File: src/rtl/activation_if.sv
`default_nettype none
// +----------------------------------------------------------------------------+
// | Module  : activation_if                                                    |
// | Brief   : Request/result bundle between the accumulator and activation unit|
// | Revision: 1.0                                                              |
// +----------------------------------------------------------------------------+
interface activation_if;
  logic        enable;
  logic [1:0]  activation_type;
  logic [15:0] data_in;
  logic [7:0]  data_out;
  logic        valid;

  modport master (
    output enable,
    output activation_type,
    output data_in,
    input  data_out,
    input  valid
  );

  modport slave (
    input  enable,
    input  activation_type,
    input  data_in,
    output data_out,
    output valid
  );
endinterface
`default_nettype wire

File: src/rtl/activation_unit.sv
`default_nettype none
// +----------------------------------------------------------------------------+
// | Module  : activation_unit                                                  |
// | Brief   : Registered INT8 activation (ReLU / hard tanh / PWL sigmoid /     |
// |           saturating pass-through) of a signed 16-bit accumulator value    |
// | Revision: 1.0                                                              |
// +----------------------------------------------------------------------------+
module activation_unit (
  input  wire logic    clk,
  input  wire logic    rst_n,
  activation_if.slave  bus
);

  localparam logic [1:0] c_ACT_RELU = 2'b00;
  localparam logic [1:0] c_ACT_TANH = 2'b01;
  localparam logic [1:0] c_ACT_SIGM = 2'b10;
  localparam logic [1:0] c_ACT_NONE = 2'b11;

  logic signed [15:0] w_x;
  logic        [16:0] w_abs;
  logic        [7:0]  w_sig_g;
  logic        [7:0]  w_sig;
  logic        [7:0]  w_result;
  logic        [7:0]  r_data;
  logic               r_valid;

  assign w_x = bus.data_in;

  // Magnitude in 17 bits so that -32768 maps to +32768 rather than wrapping.
  assign w_abs = w_x[15] ? (17'd0 - {w_x[15], w_x}) : {1'b0, w_x};

  always_comb begin
    w_sig_g = 8'd128;
    if (w_abs < 17'd128) begin
      w_sig_g = 8'd64 + {3'b000, w_abs[6:2]};
    end else if (w_abs < 17'd192) begin
      w_sig_g = 8'd96 + {3'b000, w_abs[5:1]};
    end
  end

  // Negative side mirrors around 0.5 (64); positive side clips 1.0 to 127.
  always_comb begin
    w_sig = 8'd0;
    if (w_x[15]) begin
      w_sig = 8'd128 - w_sig_g;
    end else if (w_sig_g == 8'd128) begin
      w_sig = 8'd127;
    end else begin
      w_sig = w_sig_g;
    end
  end

  always_comb begin
    w_result = w_x[7:0];
    case (bus.activation_type)
      c_ACT_RELU: begin
        if (w_x <= 16'sd0)        w_result = 8'd0;
        else if (w_x > 16'sd127)  w_result = 8'd127;
      end
      c_ACT_TANH: begin
        if (w_x < -16'sd64)       w_result = 8'hC0;
        else if (w_x > 16'sd64)   w_result = 8'd64;
      end
      c_ACT_SIGM: begin
        w_result = w_sig;
      end
      c_ACT_NONE: begin
        if (w_x < -16'sd128)      w_result = 8'h80;
        else if (w_x > 16'sd127)  w_result = 8'd127;
      end
      default: begin
        w_result = w_x[7:0];
      end
    endcase
  end

  always_ff @(posedge clk or negedge rst_n) begin
    if (!rst_n) begin
      r_data  <= 8'd0;
      r_valid <= 1'b0;
    end else begin
      r_valid <= bus.enable;
      if (bus.enable) begin
        r_data <= w_result;
      end
    end
  end

  assign bus.data_out = r_data;
  assign bus.valid    = r_valid;

endmodule
`default_nettype wire

File: src/flat_wrapper.sv
// flat-port wrapper written by rule: the top's interface ports become plain ports
module activation_unit_flat 
  (clk, rst_n, bus_enable, bus_activation_type, bus_data_in, bus_data_out, bus_valid);
  activation_if bus_i ();
  input  wire logic clk;
  input  wire logic rst_n;
  input wire logic [$bits(bus_i.enable)-1:0] bus_enable;
  input wire logic [$bits(bus_i.activation_type)-1:0] bus_activation_type;
  input wire logic [$bits(bus_i.data_in)-1:0] bus_data_in;
  output wire logic [$bits(bus_i.data_out)-1:0] bus_data_out;
  output wire logic [$bits(bus_i.valid)-1:0] bus_valid;
  assign bus_i.enable = bus_enable;
  assign bus_i.activation_type = bus_activation_type;
  assign bus_i.data_in = bus_data_in;
  assign bus_data_out = bus_i.data_out;
  assign bus_valid = bus_i.valid;
  activation_unit u_core (.clk(clk), .rst_n(rst_n), .bus(bus_i));
endmodule
File: config.mk
export PLATFORM = sky130hd
export DESIGN_NAME = activation_unit_flat
export DESIGN_NICKNAME = d
export VERILOG_FILES = /design/src/rtl/activation_if.sv /design/src/rtl/activation_unit.sv /design/src/flat_wrapper.sv
export SDC_FILE = /design/constraint.sdc
export NUM_CORES = 1
export LEC_CHECK = 0
export ABC_CLOCK_PERIOD_IN_PS = 3600
export BUFFER_PORTS_ARGS = -buffer_cell sky130_fd_sc_hd__buf_2
export CAP_MARGIN = 0
export CORE_MARGIN = 5
export CORE_UTILIZATION = 30
export CTS_CLUSTER_SIZE = 8
export DETAILED_ROUTE_END_ITERATION = 6
export GPL_ROUTABILITY_DRIVEN = 0
export HOLD_SLACK_MARGIN = 0.12
export SLEW_MARGIN = 20
export SYNTH_ARGS = -nofsm -noshare
export SYNTH_HDL_FRONTEND = slang
export SYNTH_SLANG_ARGS = --single-unit
File: constraint.sdc
create_clock -name clk -period 3.6 [get_ports clk]
set_input_delay 0.36 -clock clk [delete_from_list [all_inputs] [get_ports clk]]
set_output_delay 0.36 -clock clk [all_outputs]
set_load 0.02 [all_outputs]
==> flow_summary_export.csv, run 1 <==
group,metric,value,unit
floorplan,ioPinCount,30,
synthesis,yosys.area.top_type,"dfrtp_1",
synthesis,avgSynthCellArea,6.93,um^2
synthesis,yosysSeqAreaShare,13.7,%
setup_path,crit_fanout,9,
layout,final_core_util,36.6,%
routing,viasPerCell,5.88,
timing,tightestPinTransition,481,ps
hold_path,hold_depth,1,
timing,final_max_slew_viol_count,0,
flow_run,cap_viol_max_count,0,
clocking,clkLatencyLatePin,240,ps
timing,skew,0,ps
timing,rsz0062_at_grt,"no",
clocking,h-tree-depth,1,
grt,grt-ovfl-total,0,
grt,grt_pass1_vias,1890,
floorplan,fp.dieW,84,um
synthesis,ys_ff_latch,9,
routing,ant_nets,0,
grt,grt_pass1_wl,9.12,mm
synthesis,synth_nets,262,
power,p_per_area,246,nW/um^2
setup_path,r2r_end,"u_core.bus.data_out[2]$_DFFE_PN0P_",
layout,antenna_cells,0,
clocking,clockRootBuffer,"clkbuf_8",
synthesis,yosys-top-cells-area,"dfrtp_1 (14%), nor2_1 (6.6%), o21ai_0 (5.2%)",
hold_path,hp-class,"primary input to flop",
floorplan,fp.dieArea,7060,um^2
grt,antenna_found_initial,0,
routing,routed_wl,5.29,mm
grt,grtUsageTotal,15.2,%
timing,period_minus_slack,3190,ps
floorplan,fp-row-count,27,
setup_path,cp.required,3710,ps
timing,fin_setup_tns,0,ps
setup_path,cp-startpoint,"bus_data_in[10]",
timing,final-setup-viol-count,0,
timing,setup_ws,409,ps
setup_path,crit_path_end_kind,"flop",
synthesis,ys_async_sr_fraction,100,%
setup_path,r2r_setup_slack,2300,ps
routing,wl_per_cell,15.5,um
setup_path,crit_end,"u_core.bus.data_out[6]$_DFFE_PN0P_",
clocking,numCtsBuffers,3,
routing,num_vias,2004,
setup_path,timing.rr.start,"u_core.bus.data_out[2]$_DFFE_PN0P_",
layout,drive_gt1_share,23.4,%
run_status,status,"complete, no violations",
layout,area_growth,20.3,%
timing,relSlewSlack,67.1,%
synthesis,synth_area,1640,um^2
setup_path,arrival,3310,ps
floorplan,die_h,84,um
synthesis,synthCells,237,
timing,fin_crit_sh,88.6,%
synthesis,ys_types,59,
synthesis,yosys.area.top_type_share,13.7,%
clocking,clk_pin_slew,50,ps
setup_path,crit_path_start_kind,"primary input",
power,ir_drop,0.137,mV
placed_design,port_buffers,29,
setup_path,critPathKind,"primary input to flop",
placed_design,hpwl,4.19,mm
timing,max_freq,313,MHz
clocking,post_cts_buffers,0,
power,leakage,0.841,nW
placed_design,pre_cts_slack,213,ps
synthesis,yosysWarnings,0,
clocking,tritoncts,"yes",
floorplan,coreArea,5410,um^2
layout,final_cell_mix,"buf_2 (29), nor2_1 (28), o21ai_0 (17), a21oi_1 (16), buf_4 (16)",
floorplan,initial_core_util,30.4,%
timing,hold_viol,0,
layout,final_nets,295,
synthesis,ys.flop_type,"dfrtp_1",
clocking,cts_sinks,9,
synthesis,synth_edf_count,0,
routing,drt_iter0_drc,251,
grt,grt_max_degree,18,
setup_path,rr_worst_depth,4,
routing,drc,0,
clocking,clk_path_buf_depth,2,
layout,final_common_cell,"buf_2",
routing,first_pass_iters,5,
## through the flow
step | total power [mW] | hold slack (ps) | std cells | cell area [um^2]
final | 0.486 | 399 | 341 | 1980
after global routing | 0.523 | 399 | 341 | 1980
after CTS | 0.486 | 397 | 341 | 1980
after detailed placement | 0.363 | 228 | 336 | 1920
after global placement | 0.362 | 222 | 336 | 1920
after floorplan | 0.283 | 64.4 | 237 | 1650
## cells in the mapped netlist (4+ instances only)
master,n
or3_1,5
ha_1,4
clkbuf_1,14
nor2b_1,5
dfrtp_1,9
nor4_1,6
nand3_1,6
mux2i_1,4
a31oi_1,4
nor2_1,29
xnor2_1,6
a21oi_1,16
o31ai_1,4
nor3_1,9
inv_1,12
and3_1,4
nand2_1,13
o21ai_0,17
## timing repair
item                      in CTS  in global routing
gates resized for setup        0                  0
hold buffers                   1                  0
hold endpoints to repair       9                  0
## worst max-delay path, cell delays in order
cell and delay, ps:
buf_2 150, or4_1 600, nor4_2 260, and3_1 220, ha_1 150, a311o_1 110
a2111o_1 140, nor2_2 50, nand2_1 80, ha_1 260, nor2_1 100, o31a_1 110
a2111oi_0 450, buf_4 190, o31ai_1 50
## per-layer routing
layer / global-route usage (%) / part of all wire [%] / vias up
met3: 2.86 / 7.5 / 8
li1: - / - / 966
met4: 3.07 / 0.79 / 0
met1: 21.7 / 47 / 939
met5: 0 / 0 / -
met2: 23.8 / 45 / 91
## kinds of logic (layout without fill, tap and decap cells)
family | after synthesis | in the layout | share of synthesized area [%]
AOI/OAI and AO/OA | 85 | 85 | 36.3
xor gates and xnor gates | 9 | 9 | 5.26
muxes | 4 | 4 | 2.44
and+or+nand+nor | 94 | 94 | 30.8
adders and majority gates | 5 | 5 | 3.66
buffers and inverters | 31 | 63 | 7.77
DFF | 9 | 9 | 13.7
## registers in the layout (all words and copies together), names as in the netlist
register and flops:
u_core.bus.data_out 8, u_core.bus.valid 1
## where the power goes
| group | switching [mW] | internal, mW | total, mW |
|---|---|---|---|
| Clock | 0.0431 | 0.0774 | 0.121 |
| Combinational | 0.151 | 0.0952 | 0.246 |
| Sequential | 0.00608 | 0.114 | 0.120 |
## worst min-delay path by stage
stage          startpoint                                  to
6_report       bus_enable          u_core.bus.valid$_DFF_PN0_
2_1_floorplan       rst_n  u_core.bus.data_out[0]$_DFFE_PN0P_
5_1_grt        bus_enable          u_core.bus.valid$_DFF_PN0_
3_5_place_dp        rst_n  u_core.bus.data_out[6]$_DFFE_PN0P_
4_1_cts        bus_enable          u_core.bus.valid$_DFF_PN0_
3_3_place_gp        rst_n  u_core.bus.data_out[5]$_DFFE_PN0P_
## final cells by class
type	instances	area [um^2]
sequential	9	225
inverter	13	48.8
fill	594	3430
clock buffer	4	45.0
timing repair buffer	46	275
tap	72	90.1
multi-input combinational	197	1290
Note: power is estimated with default switching activity, not from simulation.
==> run 2: changes to the inputs <==
--- a/config.mk
+++ b/config.mk
@@ -8,6 +8,7 @@
 export ABC_CLOCK_PERIOD_IN_PS = 3600
 export BUFFER_PORTS_ARGS = -buffer_cell sky130_fd_sc_hd__buf_2
 export CAP_MARGIN = 0
+export CORE_ASPECT_RATIO = 0.7
 export CORE_MARGIN = 5
 export CORE_UTILIZATION = 30
 export CTS_CLUSTER_SIZE = 8
==> run 2 against run 1 <==
  * Clock skew unchanged
  * Fmax decreased by 3.7%
  * Count of clock-buffer cells in the layout unchanged
  * Register-to-register slack about the same
  * Clock power decreased by 4%
  * Combinational power about the same
  * Sequential power about the same
  * Critical path type unchanged
  * Critical endpoint is now u_core.bus.data_out[2]$_DFFE_PN0P_
==> flow_summary_export.csv, run 2 (same netlist as run 1, synthesis figures left out) <==
group,metric,value,unit
run_status,status,"complete, no violations",
clocking,h-tree-depth,1,
floorplan,fp.dieW,98.4,um
grt,grt_pass1_wl,8.83,mm
routing,routed_wl,5.40,mm
timing,fin_crit_sh,92.0,%
timing,final-setup-viol-count,0,
layout,fill_cells,579,
layout,antenna_cells,0,
layout,final_nets,293,
setup_path,slowest_delay,380,ps
layout,drive_gt1_share,22.8,%
clocking,clkLatencyLatePin,230,ps
timing,hold_viol,0,
placed_design,pre_cts_slack,47.0,ps
setup_path,cp.required,3720,ps
floorplan,fp.dieArea,7080,um^2
grt,grt_pass1_vias,1792,
setup_path,crit_top_cell,"ha_1",
routing,num_vias,2027,
clocking,tritoncts,"yes",
setup_path,worstPathCellList,"buf_2, inv_1, ha_1, nor3b_2, and3_1, ha_1, a311o_1, a2111o_1, nor2_2, nand2_1, ha_1, inv_1, nor2_1, a211o_1, a211o_1, o22a_1",
grt,grt-ovfl-total,0,
layout,largest_reg_flops,8,
clocking,numCtsBuffers,3,
timing,relSlewSlack,69.8,%
setup_path,cpMaxStageDelayCell,"a2111o_1",
clocking,clk_path_buf_depth,2,
setup_path,crit_fanout,7,
floorplan,ioPinCount,30,
timing,rsz0062_at_grt,"no",
setup_path,critPathKind,"primary input to flop",
grt,antenna_found_initial,0,
timing,setup_ws,287,ps
grt,grt_max_degree,17,
floorplan,coreArea,5290,um^2
routing,wl_per_cell,15.9,um
timing,tightestPinTransition,451,ps
placed_design,port_buffers,29,
power,p_per_area,246,nW/um^2
power,power,0.483,mW
power,leakage,0.830,nW
routing,drc,0,
floorplan,die_h,71.9,um
layout,final_common_cell,"buf_2",
hold_path,hp-class,"primary input to flop",
flow_run,cap_viol_max_count,0,
power,ir_drop,0.106,mV
timing,final_max_slew_viol_count,0,
setup_path,arrival,3430,ps
routing,ant_nets,0,
timing,period_minus_slack,3310,ps
setup_path,crit_path_end_kind,"flop",
setup_path,crit_family,"compound AO/OA/AOI/OAI gates",
setup_path,crit_path_start_kind,"primary input",
routing,drt_iter0_drc,241,
layout,final_cell_mix,"buf_2 (29), nor2_1 (28), o21ai_0 (17), a21oi_1 (16), buf_4 (14)",
routing,viasPerCell,5.98,
clocking,cts_sinks,9,
layout,area_growth,19.5,%
timing,max_freq,302,MHz
clocking,clk_pin_slew,50,ps
clocking,clockRootBuffer,"clkbuf_8",
setup_path,critPathBufInv,3,
floorplan,initial_core_util,31.1,%
placed_design,hpwl,4.33,mm
timing,fin_setup_tns,0,ps
floorplan,fp-row-count,22,
routing,first_pass_iters,5,
timing,skew,0,ps
grt,grtUsageTotal,15.0,%
-- run 2: cell count changes in the layout (fill, tap and decap cells not counted) --
cell | previous run | this run
buf_4 | 16 | 14
a2111oi_1 | 0 | 1
a2111oi_0 | 3 | 2
-- run 2: stage by stage --
| stage | utilization, % | instance area, um^2 | cells | hold slack [ps] |
|---|---|---|---|---|
| 2_1_floorplan | - | 1650 | 237 | 64.4 |
| 3_3_place_gp | 36.1 | 1910 | 334 | 222 |
| 3_5_place_dp | 36.1 | 1910 | 334 | 221 |
| 4_1_cts | 37.1 | 1960 | 339 | 396 |
| 5_1_grt | 37.1 | 1960 | 339 | 411 |
| 6_report | 37.1 | 1960 | 339 | 404 |
-- run 2: final cells by class --
cell class | count | area [um^2] | share of cell area [%]
Timing Repair Buffer | 44 | 260 | 13.3
Clock buffer | 4 | 45.0 | 2.29
Tap cell | 72 | 90.1 | 4.59
Multi-Input combinational cell | 197 | 1290 | 65.9
Sequential cell | 9 | 225 | 11.5
Inverter | 13 | 48.8 | 2.49
-- run 2: path summary, 6_finish.rpt --
path,cells after the start,startpoint,slack [ps],end
max,16,bus_data_in[0],290,u_core.bus.data_out[2]$_DFFE_PN0P_
min,1,bus_enable,400,u_core.bus.valid$_DFF_PN0_
max in group asynchronous,2,rst_n,2910,u_core.bus.data_out[0]$_DFFE_PN0P_
max reg2reg,4,u_core.bus.data_out[2]$_DFFE_PN0P_,2310,u_core.bus.data_out[2]$_DFFE_PN0P_
min in group asynchronous,2,rst_n,510,u_core.bus.data_out[5]$_DFFE_PN0P_
min reg2reg,2,u_core.bus.data_out[0]$_DFFE_PN0P_,560,u_core.bus.data_out[0]$_DFFE_PN0P_
-- run 2: timing repair --
action | CTS | global route
hold buffers | 1 | 0
hold endpoints to repair | 9 | 0
endpoints found under the setup margin | 0 | 1
setup buffers | 0 | 0
gates resized for setup | 0 | 1
-- run 2: routing by layer --
layer	vias to the layer above	track usage (%)	part of all wire [%]
met5	-	0	0
met4	0	1.67	0.31
met3	6	6.05	12
met2	125	20.1	39
met1	926	22.7	48
li1	970	-	-
-- run 2: power by group --
| part | switching, mW | internal, mW | total (mW) | leakage, nW |
|---|---|---|---|---|
| Combinational | 0.154 | 0.0938 | 0.248 | 0.698 |
| Sequential | 0.00598 | 0.114 | 0.120 | 0.109 |
| Clock | 0.0390 | 0.0771 | 0.116 | 0.0228 |
| Total | 0.199 | 0.284 | 0.483 | 0.830 |
